--- src/rtl/load_store_unit.sv ---
// Load/store unit: aligns requests, drives a single-beat memory handshake and extends load data.
// Optional bus timeout when LSU_TIMEOUT_EN is defined (TIMEOUT_CYCLES sets the abort point).
module load_store_unit #(
  parameter int TIMEOUT_CYCLES = 16
) (
  input  logic        clk,
  input  logic        reset,
  input  logic        Mem_Read_i,
  input  logic        Mem_Write_i,
  input  logic [2:0]  Funct3_i,
  input  logic [31:0] Address_i,
  input  logic [31:0] Write_Data_i,
  output logic [31:0] Read_Data_o,
  output logic        Stall_o,
  output logic        Misaligned_o,
  output logic        Bus_Error_o,
  output logic        Mem_Req_o,
  output logic        Mem_We_o,
  output logic [31:0] Mem_Addr_o,
  output logic [31:0] Mem_Wdata_o,
  output logic [3:0]  Mem_Be_o,
  input  logic        Mem_Ack_i,
  input  logic [31:0] Mem_Rdata_i,
  output logic [1:0]  state_dbg
);

  // Memory handshake: Mem_Req_o is held with stable We/Addr/Wdata/Be until the
  // cycle Mem_Ack_i is high; that cycle completes the transfer. Ack elsewhere is ignored.
  typedef enum logic [1:0] {IDLE = 2'd0, ACCESS = 2'd1, DONE = 2'd2} state_t;

  state_t      state_q, state_d;
  logic [31:0] addr_q, wdata_q, rdata_q;
  logic [3:0]  be_q;
  logic [2:0]  f3_q;
  logic        we_q, misaligned_q;
  logic        req, is_word, is_half, aligned, accept, misaligned, timeout;
  logic [3:0]  be_d;
  logic [31:0] wdata_d, shifted, load_ext;

  assign req        = Mem_Read_i | Mem_Write_i;
  assign is_word    = Funct3_i[1];
  assign is_half    = (Funct3_i[1:0] == 2'b01);
  assign aligned    = is_word ? (Address_i[1:0] == 2'b00) :
                      is_half ? !Address_i[0] : 1'b1;
  assign accept     = (state_q == IDLE) && req && aligned;
  assign misaligned = (state_q == IDLE) && req && !aligned;

  always_comb begin
    be_d    = 4'b1111;
    wdata_d = Write_Data_i;
    if (!is_word && is_half) begin
      be_d    = 4'b0011 << Address_i[1:0];
      wdata_d = {2{Write_Data_i[15:0]}};
    end else if (!is_word) begin
      be_d    = 4'b0001 << Address_i[1:0];
      wdata_d = {4{Write_Data_i[7:0]}};
    end
  end

  // Lane select by byte offset; half accesses are aligned so the offset is 0 or 2.
  assign shifted = Mem_Rdata_i >> {addr_q[1:0], 3'b000};

  always_comb begin
    load_ext = shifted;
    if (!f3_q[1] && f3_q[1:0] == 2'b01)
      load_ext = f3_q[2] ? {16'b0, shifted[15:0]} : {{16{shifted[15]}}, shifted[15:0]};
    else if (!f3_q[1])
      load_ext = f3_q[2] ? {24'b0, shifted[7:0]} : {{24{shifted[7]}}, shifted[7:0]};
  end

`ifdef LSU_TIMEOUT_EN
  localparam int CW = $clog2(TIMEOUT_CYCLES + 1);
  localparam logic [CW-1:0] TMO_LAST = CW'(TIMEOUT_CYCLES - 1);
  logic [CW-1:0] tmo_cnt;
  logic          bus_err_q;

  assign timeout     = (state_q == ACCESS) && !Mem_Ack_i && (tmo_cnt == TMO_LAST);
  assign Bus_Error_o = bus_err_q;

  always_ff @(posedge clk) begin
    if (!reset) begin
      tmo_cnt   <= '0;
      bus_err_q <= 1'b0;
    end else begin
      tmo_cnt <= (state_q == ACCESS && !Mem_Ack_i) ? tmo_cnt + 1'b1 : '0;
      if (timeout) bus_err_q <= 1'b1;
    end
  end
`else
  logic unused_tmo;
  assign unused_tmo  = ^TIMEOUT_CYCLES;
  assign timeout     = 1'b0;
  assign Bus_Error_o = 1'b0;
`endif

  always_comb begin
    state_d = state_q;
    case (state_q)
      IDLE:    if (accept) state_d = ACCESS;
      ACCESS:  if (Mem_Ack_i || timeout) state_d = DONE;
      DONE:    state_d = IDLE;
      default: state_d = IDLE;
    endcase
  end

  always_ff @(posedge clk) begin
    if (!reset) begin
      state_q      <= IDLE;
      addr_q       <= '0;
      wdata_q      <= '0;
      rdata_q      <= '0;
      be_q         <= '0;
      f3_q         <= '0;
      we_q         <= 1'b0;
      misaligned_q <= 1'b0;
    end else begin
      state_q      <= state_d;
      misaligned_q <= misaligned;
      if (accept) begin
        addr_q  <= Address_i;
        wdata_q <= wdata_d;
        be_q    <= be_d;
        f3_q    <= Funct3_i;
        we_q    <= Mem_Write_i;
      end
      if (misaligned) rdata_q <= '0;
      if (state_q == ACCESS && Mem_Ack_i && !we_q) rdata_q <= load_ext;
      else if (timeout) rdata_q <= '0;
    end
  end

  assign Stall_o      = accept || (state_q == ACCESS);
  assign Mem_Req_o    = (state_q == ACCESS);
  assign Mem_We_o     = we_q;
  assign Mem_Addr_o   = {addr_q[31:2], 2'b00};
  assign Mem_Wdata_o  = wdata_q;
  assign Mem_Be_o     = be_q;
  assign Read_Data_o  = rdata_q;
  assign Misaligned_o = misaligned_q;
  assign state_dbg    = state_q;

endmodule

--- config.mk ---
export PLATFORM = sky130hd
export DESIGN_NAME = load_store_unit
export DESIGN_NICKNAME = d
export VERILOG_FILES = /design/src/rtl/load_store_unit.sv
export SDC_FILE = /design/constraint.sdc
export NUM_CORES = 1
export LEC_CHECK = 0
export ABC_AREA = 0
export BUFFER_PORTS_ARGS = -buffer_cell sky130_fd_sc_hd__buf_4
export CORE_MARGIN = 5
export CORE_UTILIZATION = 45
export CTS_BUF_LIST = sky130_fd_sc_hd__clkbuf_4 sky130_fd_sc_hd__clkbuf_8
export DETAILED_ROUTE_END_ITERATION = 12
export GPL_TIMING_DRIVEN = 0
export PLACE_DENSITY = 0.76
export SLEW_MARGIN = 20
export SYNTH_ARGS = -nofsm -noshare
export SYNTH_HDL_FRONTEND = slang
export SYNTH_SLANG_ARGS = --single-unit
export TNS_END_PERCENT = 20
--- constraint.sdc ---
create_clock -name clk -period 2.7 [get_ports clk]
set_clock_uncertainty 0.15 [all_clocks]
set_input_delay 0.54 -clock clk [delete_from_list [all_inputs] [get_ports clk]]
set_output_delay 0.54 -clock clk [all_outputs]
set_load 0.02 [all_outputs]
==> results of run 1 <==
==> worst min-delay path, delay by kind of cell <==
kind | cells | cell delay, ps
simple gates | 1 | 40
compound gates | 1 | 50
buf+inv | 1 | 110
==> synth_stat cells, types with 9 or more instances <==
| cell type | count | share of area |
|---|---|---|
| nor2_1 | 32 | 0.024 |
| dfxtp_1 | 107 | 0.43 |
| clkbuf_1 | 35 | 0.026 |
| and3_1 | 10 | 0.012 |
| nand2_1 | 128 | 0.095 |
| o21ai_0 | 23 | 0.023 |
| buf_4 | 35 | 0.052 |
| o21a_1 | 9 | 0.013 |
| a21oi_1 | 77 | 0.077 |
| mux2i_1 | 23 | 0.046 |
| mux2_2 | 9 | 0.020 |
| nand3b_1 | 9 | 0.013 |
==> sequential cells by signal, indices dropped and copies added (netlist names) <==
| name | cells |
|---|---|
| Mem_Wdata_o | 32 |
| Misaligned_o | 1 |
| state_dbg | 2 |
| Mem_We_o | 1 |
| Read_Data_o | 32 |
| f3_q | 3 |
| Mem_Be_o | 4 |
| addr_q | 32 |
==> power by group through the flow <==
stage               Sequential, uW  Clock [uW]  Combinational [uW]
floorplan                     1850           0                 471
global placement              1780           0                 958
detailed placement            1780           0                 974
CTS                           1750        1140                 979
global route                  1760        1200                1060
finish                        1750        1120                 980
==> final cells by class <==
class | instances | area share
multi-input cells | 413 | 0.345
clock inverters | 5 | 0.0122
repair buffers | 206 | 0.221
inverters | 5 | 0.00268
plain buffers | 81 | 0.0669
well taps | 140 | 0.0250
clock buffers | 11 | 0.0207
flip-flops and latches | 107 | 0.306
==> routing by layer <==
metal	vias up	share of wire	track usage
met1	2431	0.39	0.298
met5	-	0	0
met3	30	0.11	0.0689
met2	252	0.48	0.433
li1	2500	-	-
met4	0	0.024	0.0874
==> what timing repair did <==
item                                    CTS  global route
buffers inserted                          1             0
gates resized for setup                   1             0
endpoints found under the setup margin    1             0
==> cells by family (layout without fill, tap and decap cells) <==
logic type	after synthesis	count (layout)	synth area share
and+or+nand+nor	209	209	0.189
DFF	107	107	0.425
buffers and inverters	86	308	0.0964
AOI/OAI and AO/OA	163	163	0.207
adders and majority gates	4	4	0.00994
other	1	3	0.000744
xor gates and xnor gates	1	1	0.00174
muxes	33	33	0.0703
==> cells in the final DEF (no fill, tap or decap), drive strengths merged, types with 6 or more instances in the layout <==
cell    instances
a22o            8
nor2           32
a22oi           8
nand2         128
o21a            9
inv             6
buf           252
mux2i          23
o211ai          7
nand3b         10
clkbuf         46
o31a            8
mux2            9
o21ai          23
a311oi          8
dfxtp         107
a32o            8
nand3           8
and3           10
a21oi          77
==> per-stage QoR <==
| stage | hold WS, ps | cells | util |
|---|---|---|---|
| finish | 255 | 968 | 0.643 |
| global route | 249 | 968 | 0.643 |
| CTS | 240 | 968 | 0.643 |
| detailed placement | 297 | 951 | 0.621 |
| global placement | 293 | 951 | 0.621 |
| floorplan | 287 | 606 | - |
==> worst paths after layout <==
check / startpoint / to / slack [ps] / depth (start not counted)
hold reg to reg: addr_q[11] / addr_q[11] / 310 / 2
setup / recovery: Address_i[0] / Stall_o / 170 / 8
setup reg to reg: state_dbg[1] / Read_Data_o[29] / 580 / 5
hold / removal: Address_i[5] / addr_q[5] / 250 / 3
==> impl_metrics.env, run 1 <==
export IMPL_place_ws_ps=-245
export IMPL_synth_main_ff_cell="dfxtp_1"
export IMPL_dp_hpwl_um=13500
export IMPL_area_delta_synth_final_pct=38.9
export IMPL_gr_total_overflow=0
export IMPL_tightest_slew_ps=858
export IMPL_p_switching_uw=1180
export IMPL_syn_avg_cell_area_um2=8.34
export IMPL_min_period_ps=2530
export IMPL_clkTransAtPathRegs_ps=100
export IMPL_crit_arrival_ps=1840
export IMPL_grt_pass1_vias=5201
export IMPL_fin_area_mm2=0.00700
export IMPL_viasPerCell=5.39
export IMPL_grt_max_degree=18
export IMPL_synth_edf_count=0
export IMPL_status="completed"
export IMPL_cts_buffers=9
export IMPL_critPathKind="in2out"
export IMPL_grt_pass1_wl_um=26400
export IMPL_place_area_mm2=0.00676
export IMPL_syn_area_mm2=0.00504
export IMPL_worstSkewPairLatency_ps=370
export IMPL_multiInputGateArea_mm2=0.00242
export IMPL_synth_ff_latch_count=107
export IMPL_power_density_mw_per_mm2=551
export IMPL_p_leak_uw=0.00310
export IMPL_netlist_instances=604
export IMPL_period_share=0.938
export IMPL_wl_per_cell_um=17.9
export IMPL_clock_root_buffer="clkbuf_8"
export IMPL_critPathMostFrequentCell="buf_4"
export IMPL_hold_violations=0
export IMPL_diodes=0
export IMPL_synth_warnings=0
export IMPL_totalWireLength_um=17300
export IMPL_core_region_area_mm2=0.0109
export IMPL_path_max_fanout=10
export IMPL_internal_power_uw=2680
export IMPL_drv_slew=0
export IMPL_die_w_um=116
export IMPL_drt_initial_drc_count=400
export IMPL_gp_congestion=0.902
export IMPL_dieHeight_um=116
export IMPL_start_kind="input port"
export IMPL_hold_buffers=0
export IMPL_synth_async_reset_ratio=0
export IMPL_grt_use_total=0.250
export IMPL_initial_core_util=0.463
export IMPL_seq_area_mm2=0.00214
export IMPL_via_count=5213
export IMPL_synth_cell_types=47
export IMPL_crit_family="buffers and inverters"
export IMPL_rows=38
export IMPL_path_cells="buf_4 -> inv_1 -> ha_1 -> nand2b_1 -> nand4_1 -> clkbuf_2 -> nand2_1 -> buf_4"
export IMPL_maxSlewHeadroom=0.427
export IMPL_swShare=0.305
export IMPL_setup_viol=0
export IMPL_grt_setup_unrepaired="false"
export IMPL_cts_htree_levels=3
export IMPL_ys_seq_area_frac=0.425
export IMPL_crit_slowest_cell="clkbuf_2"
export IMPL_fin_nets=931
export IMPL_drive_above_1_share=0.343
export IMPL_clkPwrFrac=0.292
export IMPL_clockBufferDepth=2
export IMPL_total_power_uw=3850
export IMPL_drc=0
export IMPL_totalNegativeSetupSlack_ps=0
export IMPL_fmax_mhz=395
export IMPL_setup_slack_ps=168
export IMPL_worstPathRequired_ps=2010
export IMPL_top_level_ports=211
export IMPL_combPwrFrac=0.254
export IMPL_antenna_found_initial=0
export IMPL_fill_cells=971
export IMPL_cts_tree="yes"
export IMPL_ant_nets=0
export IMPL_port_buffers=205
export IMPL_firstDrtPassIters=5
export IMPL_critPathBufInv=4
export IMPL_crit_path_end_kind="primary output"
export IMPL_seqPwrFrac=0.454
export IMPL_cpPeakStageDelay_ps=270
export IMPL_die_area_mm2=0.0134
export IMPL_hold_path_class="in2reg"
export IMPL_cts_sinks=107
export IMPL_peakVddDrop_mv=0.339
export IMPL_maxCapViolations=0
Power figures use the tool's default switching activity.
==> run 2, diff against run 1 <==
--- a/config.mk
+++ b/config.mk
@@ -12,7 +12,7 @@
 export CTS_BUF_LIST = sky130_fd_sc_hd__clkbuf_4 sky130_fd_sc_hd__clkbuf_8
 export DETAILED_ROUTE_END_ITERATION = 12
 export GPL_TIMING_DRIVEN = 0
-export PLACE_DENSITY = 0.76
+export PLACE_DENSITY = 0.79
 export SLEW_MARGIN = 20
 export SYNTH_ARGS = -nofsm -noshare
 export SYNTH_HDL_FRONTEND = slang
==> constraint.sdc (replaced) <==
create_clock -name clk -period 2.3 [get_ports clk]
set_clock_uncertainty 0.15 [all_clocks]
set_input_delay 0.46 -clock clk [delete_from_list [all_inputs] [get_ports clk]]
set_output_delay 0.46 -clock clk [all_outputs]
set_load 0.02 [all_outputs]
==> impl_metrics.env, run 2 (synthesis gave the netlist of run 1 again) <==
export IMPL_status="completed"
export IMPL_place_ws_ps=-520
export IMPL_maxSlewHeadroom=0.484
export IMPL_final_cell_mix="buf_4, nand2_1, dfxtp_1"
export IMPL_hold_path_class="in2reg"
export IMPL_cts_tree="yes"
export IMPL_p_leak_uw=0.00309
export IMPL_timing_rr_end="Read_Data_o[16]"
export IMPL_drt_initial_drc_count=405
export IMPL_via_count=5252
export IMPL_place_area_mm2=0.00676
export IMPL_clockBufferDepth=2
export IMPL_diodes=0
export IMPL_worstPathRequired_ps=1690
export IMPL_holdWs_ps=171
export IMPL_clock_root_buffer="clkbuf_8"
export IMPL_crit_arrival_ps=1620
export IMPL_port_buffers=205
export IMPL_ant_nets=0
export IMPL_critPathKind="in2out"
export IMPL_start_kind="input port"
export IMPL_grt_pass1_vias=5342
export IMPL_min_path_cells=3
export IMPL_dp_cells=951
export IMPL_hold_buffers=0
export IMPL_core_region_area_mm2=0.0109
export IMPL_firstDrtPassIters=5
export IMPL_fin_util=0.639
export IMPL_holdPathEnd="addr_q[2]"
export IMPL_path_cells="buf_4 -> inv_1 -> ha_1 -> nand2b_1 -> nand4_1 -> buf_6 -> nand2_1 -> buf_4"
export IMPL_clkPwrFrac=0.263
export IMPL_crit_cells=8
export IMPL_combPwrFrac=0.265
export IMPL_hp_start="Address_i[2]"
export IMPL_drv_slew=0
export IMPL_rows=38
export IMPL_critPathBufInv=4
export IMPL_peakVddDrop_mv=0.452
export IMPL_viasPerCell=5.43
export IMPL_gr_total_overflow=0
export IMPL_drc=0
export IMPL_swShare=0.317
export IMPL_dp_hpwl_um=13400
export IMPL_hold_violations=0
export IMPL_period_share=0.969
export IMPL_internal_power_uw=2960
export IMPL_cpPeakStageDelay_ps=200
export IMPL_r2r_slack_ps=260
export IMPL_grt_pass1_wl_um=26800
export IMPL_critPathMostFrequentCell="buf_4"
export IMPL_die_area_mm2=0.0134
export IMPL_die_w_um=116
export IMPL_crit_path_end_kind="primary output"
export IMPL_reg2regPathDepth=5
export IMPL_maxCapViolations=0
export IMPL_min_period_ps=2230
export IMPL_antenna_found_initial=0
export IMPL_crit_family="buffers and inverters"
export IMPL_grt_setup_unrepaired="true"
export IMPL_fmax_mhz=449
export IMPL_final_common_cell="buf_4"
export IMPL_clkTransAtPathRegs_ps=110
export IMPL_cts_buffers=9
export IMPL_grt_max_degree=18
export IMPL_p_switching_uw=1380
export IMPL_fin_area_mm2=0.00696
export IMPL_setup_slack_ps=71.7
export IMPL_cts_htree_levels=3
export IMPL_setup_viol=0
export IMPL_grt_use_total=0.251
export IMPL_fill_cells=923
export IMPL_dieHeight_um=116
export IMPL_path_max_fanout=10
export IMPL_power_density_mw_per_mm2=623
export IMPL_wl_per_cell_um=17.6
export IMPL_cts_sinks=107
export IMPL_final_cells=967
export IMPL_area_delta_synth_final_pct=38.2
export IMPL_fin_nets=930
export IMPL_initial_core_util=0.463
export IMPL_gp_congestion=0.908
export IMPL_crit_slowest_cell="ha_1"
export IMPL_worstSkewPairLatency_ps=370
export IMPL_seqPwrFrac=0.473
export IMPL_drive_above_1_share=0.343
export IMPL_totalWireLength_um=17000
export IMPL_tightest_slew_ps=773
export IMPL_top_level_ports=211
export IMPL_r2r_start="state_dbg[0]"
## run 2: worst max path at each step
stage | from | end | slack, ps
5_1_grt | Address_i[0] | Stall_o | -7
6_report | Address_i[0] | Stall_o | 70
2_1_floorplan | Address_i[0] | Stall_o | 90
3_3_place_gp | Address_i[0] | Stall_o | -520
4_1_cts | Address_i[0] | Stall_o | 50
3_5_place_dp | Address_i[0] | Stall_o | -520
## run 2: through the flow
stage | total power (uW) | TNS (ps)
floorplan | 2720 | 0
global placement | 3210 | -8920
detailed placement | 3230 | -11470
CTS | 4350 | 0
global route | 4540 | -7.15
finish | 4330 | 0
## run 2: final cells by class
| class | instances | area [um2] | share of cell area |
|---|---|---|---|
| plain buffers | 80 | 470 | 0.0676 |
| inverters | 5 | 18.8 | 0.00270 |
| multi-input cells | 413 | 2420 | 0.347 |
| well taps | 140 | 175 | 0.0252 |
| flip-flops and latches | 107 | 2140 | 0.308 |
| clock inverters | 4 | 31.3 | 0.00449 |
| clock buffers | 12 | 159 | 0.0228 |
| repair buffers | 206 | 1550 | 0.222 |
## run 2: layer usage
metal	vias up	track usage	wire (um)
met4	0	0.0967	394
met2	239	0.425	8180
met1	2474	0.301	6740
li1	2500	-	-
met5	-	0	0
met3	39	0.0721	1710
## run 2: power groups by stage
stage                     Sequential, uW  Clock (uW)  Combinational, uW
after floorplan                     2170           0                553
after global placement              2090           0               1120
after detailed placement            2090           0               1140
after CTS                           2050        1150               1150
after global routing                2070        1230               1250
final                               2050        1140               1150
## run 2: tightest hold or removal path, stage by stage
cell and delay (ps):
buf_4 110, nand2_1 40, a21oi_1 50
## run 2: what timing repair did
action / in CTS / in global routing
pin swaps: 1 / 0
gates cloned: 0 / 0
gates resized for setup: 2 / 2
buffers inserted: 1 / 0
setup endpoints to repair: 1 / 5
